File: config.mk
export PLATFORM = sky130hd
export DESIGN_NAME = mem_arbiter
export DESIGN_NICKNAME = d
export VERILOG_FILES = /design/src/rtl/mem_arbiter.sv
export SDC_FILE = /design/constraint.sdc
export NUM_CORES = 1
export LEC_CHECK = 0
export CORE_MARGIN = 2
export CORE_UTILIZATION = 40
export CTS_BUF_LIST = sky130_fd_sc_hd__clkbuf_8
export CTS_CLUSTER_SIZE = 16
export DETAILED_ROUTE_END_ITERATION = 6
export GPL_ROUTABILITY_DRIVEN = 0
export PLACE_DENSITY = 0.77
export RECOVER_POWER = 25
export SLEW_MARGIN = 20
export SYNTH_ARGS = -nofsm -noshare
export SYNTH_HDL_FRONTEND = slang
export SYNTH_SLANG_ARGS = --single-unit
File: constraint.sdc
create_clock -name clk -period 2.95 [get_ports clk]
set_clock_uncertainty 0.15 [all_clocks]
set_input_delay 0.7375 -clock clk [delete_from_list [all_inputs] [get_ports clk]]
set_output_delay 0.7375 -clock clk [all_outputs]
set_load 0.01 [all_outputs]
File: src/rtl/mem_arbiter.sv
// Shares one unified memory between the fetch and data ports of the pipelined core.
// Data has priority; a starvation counter forces a fetch grant after STARVE_MAX data grants.
//
// state  | meaning
// IDLE   | no access outstanding, arbitrating every cycle
// BUSY_D | data access on the memory bus, waiting for mem_ready
// BUSY_I | fetch access on the memory bus, waiting for mem_ready
module mem_arbiter #(
  parameter int unsigned STARVE_MAX = 4
) (
  input  logic        clk,
  input  logic        reset,
  input  logic        if_req,
  input  logic [31:0] if_addr,
  output logic [31:0] if_rdata,
  output logic        if_ready,
  input  logic        d_req,
  input  logic        d_we,
  input  logic [31:0] d_addr,
  input  logic [31:0] d_wdata,
  output logic [31:0] d_rdata,
  output logic        d_ready,
  output logic        stall,
  output logic        mem_en,
  output logic        mem_we,
  output logic [31:0] mem_addr,
  output logic [31:0] mem_wdata,
  input  logic [31:0] mem_rdata,
  input  logic        mem_ready
);

  localparam logic [3:0] STARVE_LIM = 4'(STARVE_MAX);

  typedef enum logic [1:0] {IDLE, BUSY_D, BUSY_I} state_t;

  state_t     state, state_nx;
  logic [3:0] starve_cnt;
  logic       done, arb, if_pend, d_pend, grant_d, grant_i;

  // A request whose ready is pulsing is the one just served; it is not a new request.
  assign if_pend = if_req & ~if_ready & (state != BUSY_I);
  assign d_pend  = d_req  & ~d_ready  & (state != BUSY_D);
  assign done    = mem_ready & (state != IDLE);
  assign arb     = (state == IDLE) | done;

  assign stall = (if_req & ~if_ready) | (d_req & ~d_ready);

  always_comb begin
    state_nx = state;
    grant_d  = 1'b0;
    grant_i  = 1'b0;
    if (arb) begin
      state_nx = IDLE;
      if (d_pend && (!if_pend || starve_cnt != STARVE_LIM)) begin
        grant_d  = 1'b1;
        state_nx = BUSY_D;
      end else if (if_pend) begin
        grant_i  = 1'b1;
        state_nx = BUSY_I;
      end
    end
  end

  always_ff @(posedge clk or negedge reset) begin
    if (!reset) begin
      state      <= IDLE;
      starve_cnt <= 4'd0;
      mem_en     <= 1'b0;
      mem_we     <= 1'b0;
      mem_addr   <= 32'd0;
      mem_wdata  <= 32'd0;
      if_rdata   <= 32'd0;
      d_rdata    <= 32'd0;
      if_ready   <= 1'b0;
      d_ready    <= 1'b0;
    end else begin
      state    <= state_nx;
      if_ready <= done & (state == BUSY_I);
      d_ready  <= done & (state == BUSY_D);

      if (done && state == BUSY_I)
        if_rdata <= mem_rdata;
      if (done && state == BUSY_D && !mem_we)
        d_rdata <= mem_rdata;

      if (grant_d) begin
        mem_en    <= 1'b1;
        mem_we    <= d_we;
        mem_addr  <= d_addr;
        mem_wdata <= d_wdata;
        if (if_pend)
          starve_cnt <= (starve_cnt == STARVE_LIM) ? starve_cnt : starve_cnt + 4'd1;
        else
          starve_cnt <= 4'd0;
      end else if (grant_i) begin
        mem_en     <= 1'b1;
        mem_we     <= 1'b0;
        mem_addr   <= if_addr;
        mem_wdata  <= 32'd0;
        starve_cnt <= 4'd0;
      end else if (done) begin
        mem_en <= 1'b0;
      end
    end
  end

endmodule
==> key figures <==
Clock network
  • CTS buffer count: 17
  • Clock transition at path regs: 80 ps
  • Hold Buf Count CTS: 0
  • Worst-Skew Late Latency: 430 ps
  • Postcts setup bufs: 0
  • Post-CTS sizing: 0
  • CTS max path bufs: 2
  • CTS tree: built
  • TritonCTS Sinks: 138
  • Root Driver: clkbuf_8
  • H-tree lvl count: 4

Final layout
  • Filler cells: 1117
  • Finished Cell Area: 9270 µm²
  • Area grow syn2layout: 56.3%
  • Layout cell share with drive strength beyond 1: 0.237
  • ANT cells: 0
  • Nets@finish: 849

Route
  • Routed WL per cell: 16.8 µm
  • Detailed route wirelength on metal3: 1150 µm
  • M1 WL: 5880 µm
  • DR iter-0 viols: 154
  • Top Layer Used: met4
  • Via count: 4374
  • Remaining antenna violation count: 0
  • DRT Wirelength: 15300 µm
  • Met2 WL: 7920 µm
  • Residual DRC: 0
  • First-pass DRT Iterations: 4
  • Drt via density: 4.81

Setup path
  • WP data required: 2060 ps
  • CP endpoint kind: primary output
  • Worst-path fanout max: 3
  • Type of origin of the critical path: input pin
  • Top delay family on crit path: buffers and inverters
  • R2r setup slk: 660 ps
  • Setup Crit Path Kind: input pin to primary output
  • Most used cell along the critical path: clkdlybuf4s50_1
  • CP arrival: 2010 ps
  • Slowest stage cell, crit path: clkdlybuf4s50_1
  • Crit-path max cell delay: 580 ps
  • Critical-path cell list: clkdlybuf4s50_1 > nand2b_1 > nand2_1 > clkdlybuf4s50_1
  • Buffers & Inverters on Critical Path: 2

Floorplanning
  • Num ports: 267
  • Core area: 14500 µm²
  • Chip Width: 126 µm
  • Initial Util: 0.409
  • Number of core rows: 44
  • DIE HEIGHT: 126 µm
  • Die area: 15800 µm²

Pwr
  • Pleak: 0.00416 µW
  • Max VDD drop: 0.637 mV
  • Pwr dens: 1040 nW/µm²
  • Sw frac: 0.318
  • Share of total power in sequential cells: 0.345
  • Internal power: 6560 µW
  • Gate power share: 0.487
  • Switch Pwr: 3060 µW
  • Clock share of power: 0.168
  • Final Power: 9610 µW

Global route
  • Largest net degree at the start of global routing: 58
  • Grt ovf: 0
  • Initial antenna violation count: 0
  • GRT Overall Usage: 0.197
  • First-pass GRT wire length: 24500 µm
  • Vias in the first global route: 4852

Placement
  • HPWL after detailed placement: 11500 µm
  • Area post-placement: 8860 µm²
  • PortBufs: 266
  • Pre-CTS worst setup slack: -8.56 ps

Yosys
  • Post-Syn Nets: 570
  • Warnings from Yosys: 0
  • Async SR Flop Fraction: 1.00
  • Synthesized flop and latch total: 138
  • Seq/Total Area, Yosys: 0.583
  • Mapped Cells: 434
  • Post-synth EDFFs: 0
  • Avg Synthesized Cell Area: 13.7 µm²
  • Post-synth cell types: 35
  • Most used DFF post-synth: dfrtp_1
  • Synth Cell Area: 5930 µm²

Timing
  • Final setup violation count: 0
  • Slew margin rel.: 0.209
  • Worst-Margin Slew: 1190 ps
  • F_max: 345 MHz
  • Period Utilization, post-route: 0.983
  • Final hold vios: 0
  • Final Slew Violations: 0
  • RSZ-0062 raised after global routing: false
  • Minimum clock period: 2900 ps
  • Final worst-path setup slack: 51.6 ps

Outcome
  • Status: completed

Run
  • Number of max-cap violations: 0

Min path
  • HP Class: flop to flop
## flip-flops by register name, summed over array words and instances, names as in the netlist
signal,count
mem_we,1
starve_cnt,4
state,2
d_ready,1
d_rdata,32
if_rdata,32
mem_addr,32
if_ready,1
mem_wdata,32
mem_en,1
## cells in the final DEF (no fill, tap or decap), types with 2 or more instances in the layout
cell / n
a31oi_1: 2
and2_1: 2
buf_12: 3
buf_4: 12
bufinv_16: 3
clkbuf_8: 18
clkdlybuf4s50_1: 265
clkinv_2: 2
clkinv_4: 3
clkinvlp_4: 5
dfrtp_1: 138
ha_1: 2
inv_1: 38
mux2_1: 10
mux2_2: 116
mux2_4: 2
mux2i_1: 34
nand2_1: 40
nand2b_1: 2
nand3_1: 2
nor2_1: 2
nor2b_1: 2
nor3_1: 2
## per-layer routing
metal	GRT usage	vias up
li1	-	2021
met1	0.220	2155
met3	0.0735	26
met2	0.341	172
met4	0.0791	0
met5	0	-
## cell families after synthesis
group / Yosys count / synth area share
XOR/XNOR: 1 / 0.00148
AND/OR/NAND/NOR: 59 / 0.0448
adder cells (fa/ha/maj): 2 / 0.00422
buffers and inverters: 60 / 0.0488
flip-flops: 138 / 0.583
multiplexers: 162 / 0.302
AO/OA/AOI/OAI: 12 / 0.0163
## through the flow
stage / setup TNS [ps] / utilization / hold slack (ps) / cells
floorplan: 0 / - / 292 / 434
global placement: 0 / 0.612 / 311 / 878
detailed placement: -8.93 / 0.612 / 324 / 878
CTS: 0 / 0.641 / 54.8 / 910
global route: 0 / 0.640 / 364 / 910
finish: 0 / 0.640 / 338 / 910
## worst paths after layout
check                         startpoint           end  cells past startpoint
min in group asynchronous          reset  mem_addr[12]                      1
max in group asynchronous          reset   mem_addr[1]                      2
setup / recovery                  if_req         stall                      4
setup reg to reg           starve_cnt[1]  mem_wdata[8]                      8
hold / removal               d_rdata[13]   d_rdata[13]                      1
hold reg to reg              d_rdata[13]   d_rdata[13]                      1
## synthesized netlist by cell type, drive strengths merged (2+ instances only)
master  count  area share
dfrtp     138        0.58
mux2      128        0.24
nand2      40       0.025
inv        38       0.024
mux2i      34       0.057
buf        21       0.024
nand3       3      0.0025
nor2b       3      0.0032
a31oi       2      0.0021
and2        2      0.0021
ha          2      0.0042
nand2b      2      0.0021
nor2        2      0.0013
nor3        2      0.0017
o21ai       2      0.0023
## power groups by stage
stage / registers (µW) / clock network, µW / logic [µW]
final: 3310 / 1620 / 4680
after CTS: 3320 / 1660 / 4760
after global placement: 3280 / 0 / 4630
after global routing: 3440 / 1740 / 5010
after detailed placement: 3340 / 0 / 4740
after floorplan: 3710 / 0 / 1860
## area by class of cell
| cell class | instances | area, µm² | share of cell area |
|---|---|---|---|
| Clock inverter | 14 | 173 | 0.0186 |
| Multi-Input combinational cell | 236 | 2200 | 0.238 |
| Inverter | 38 | 143 | 0.0154 |
| Tap cell | 184 | 230 | 0.0248 |
| Clock buffer | 18 | 248 | 0.0267 |
| Sequential cell | 138 | 3450 | 0.373 |
| Timing Repair Buffer | 282 | 2820 | 0.304 |
Note: power is estimated with default switching activity, not from simulation.
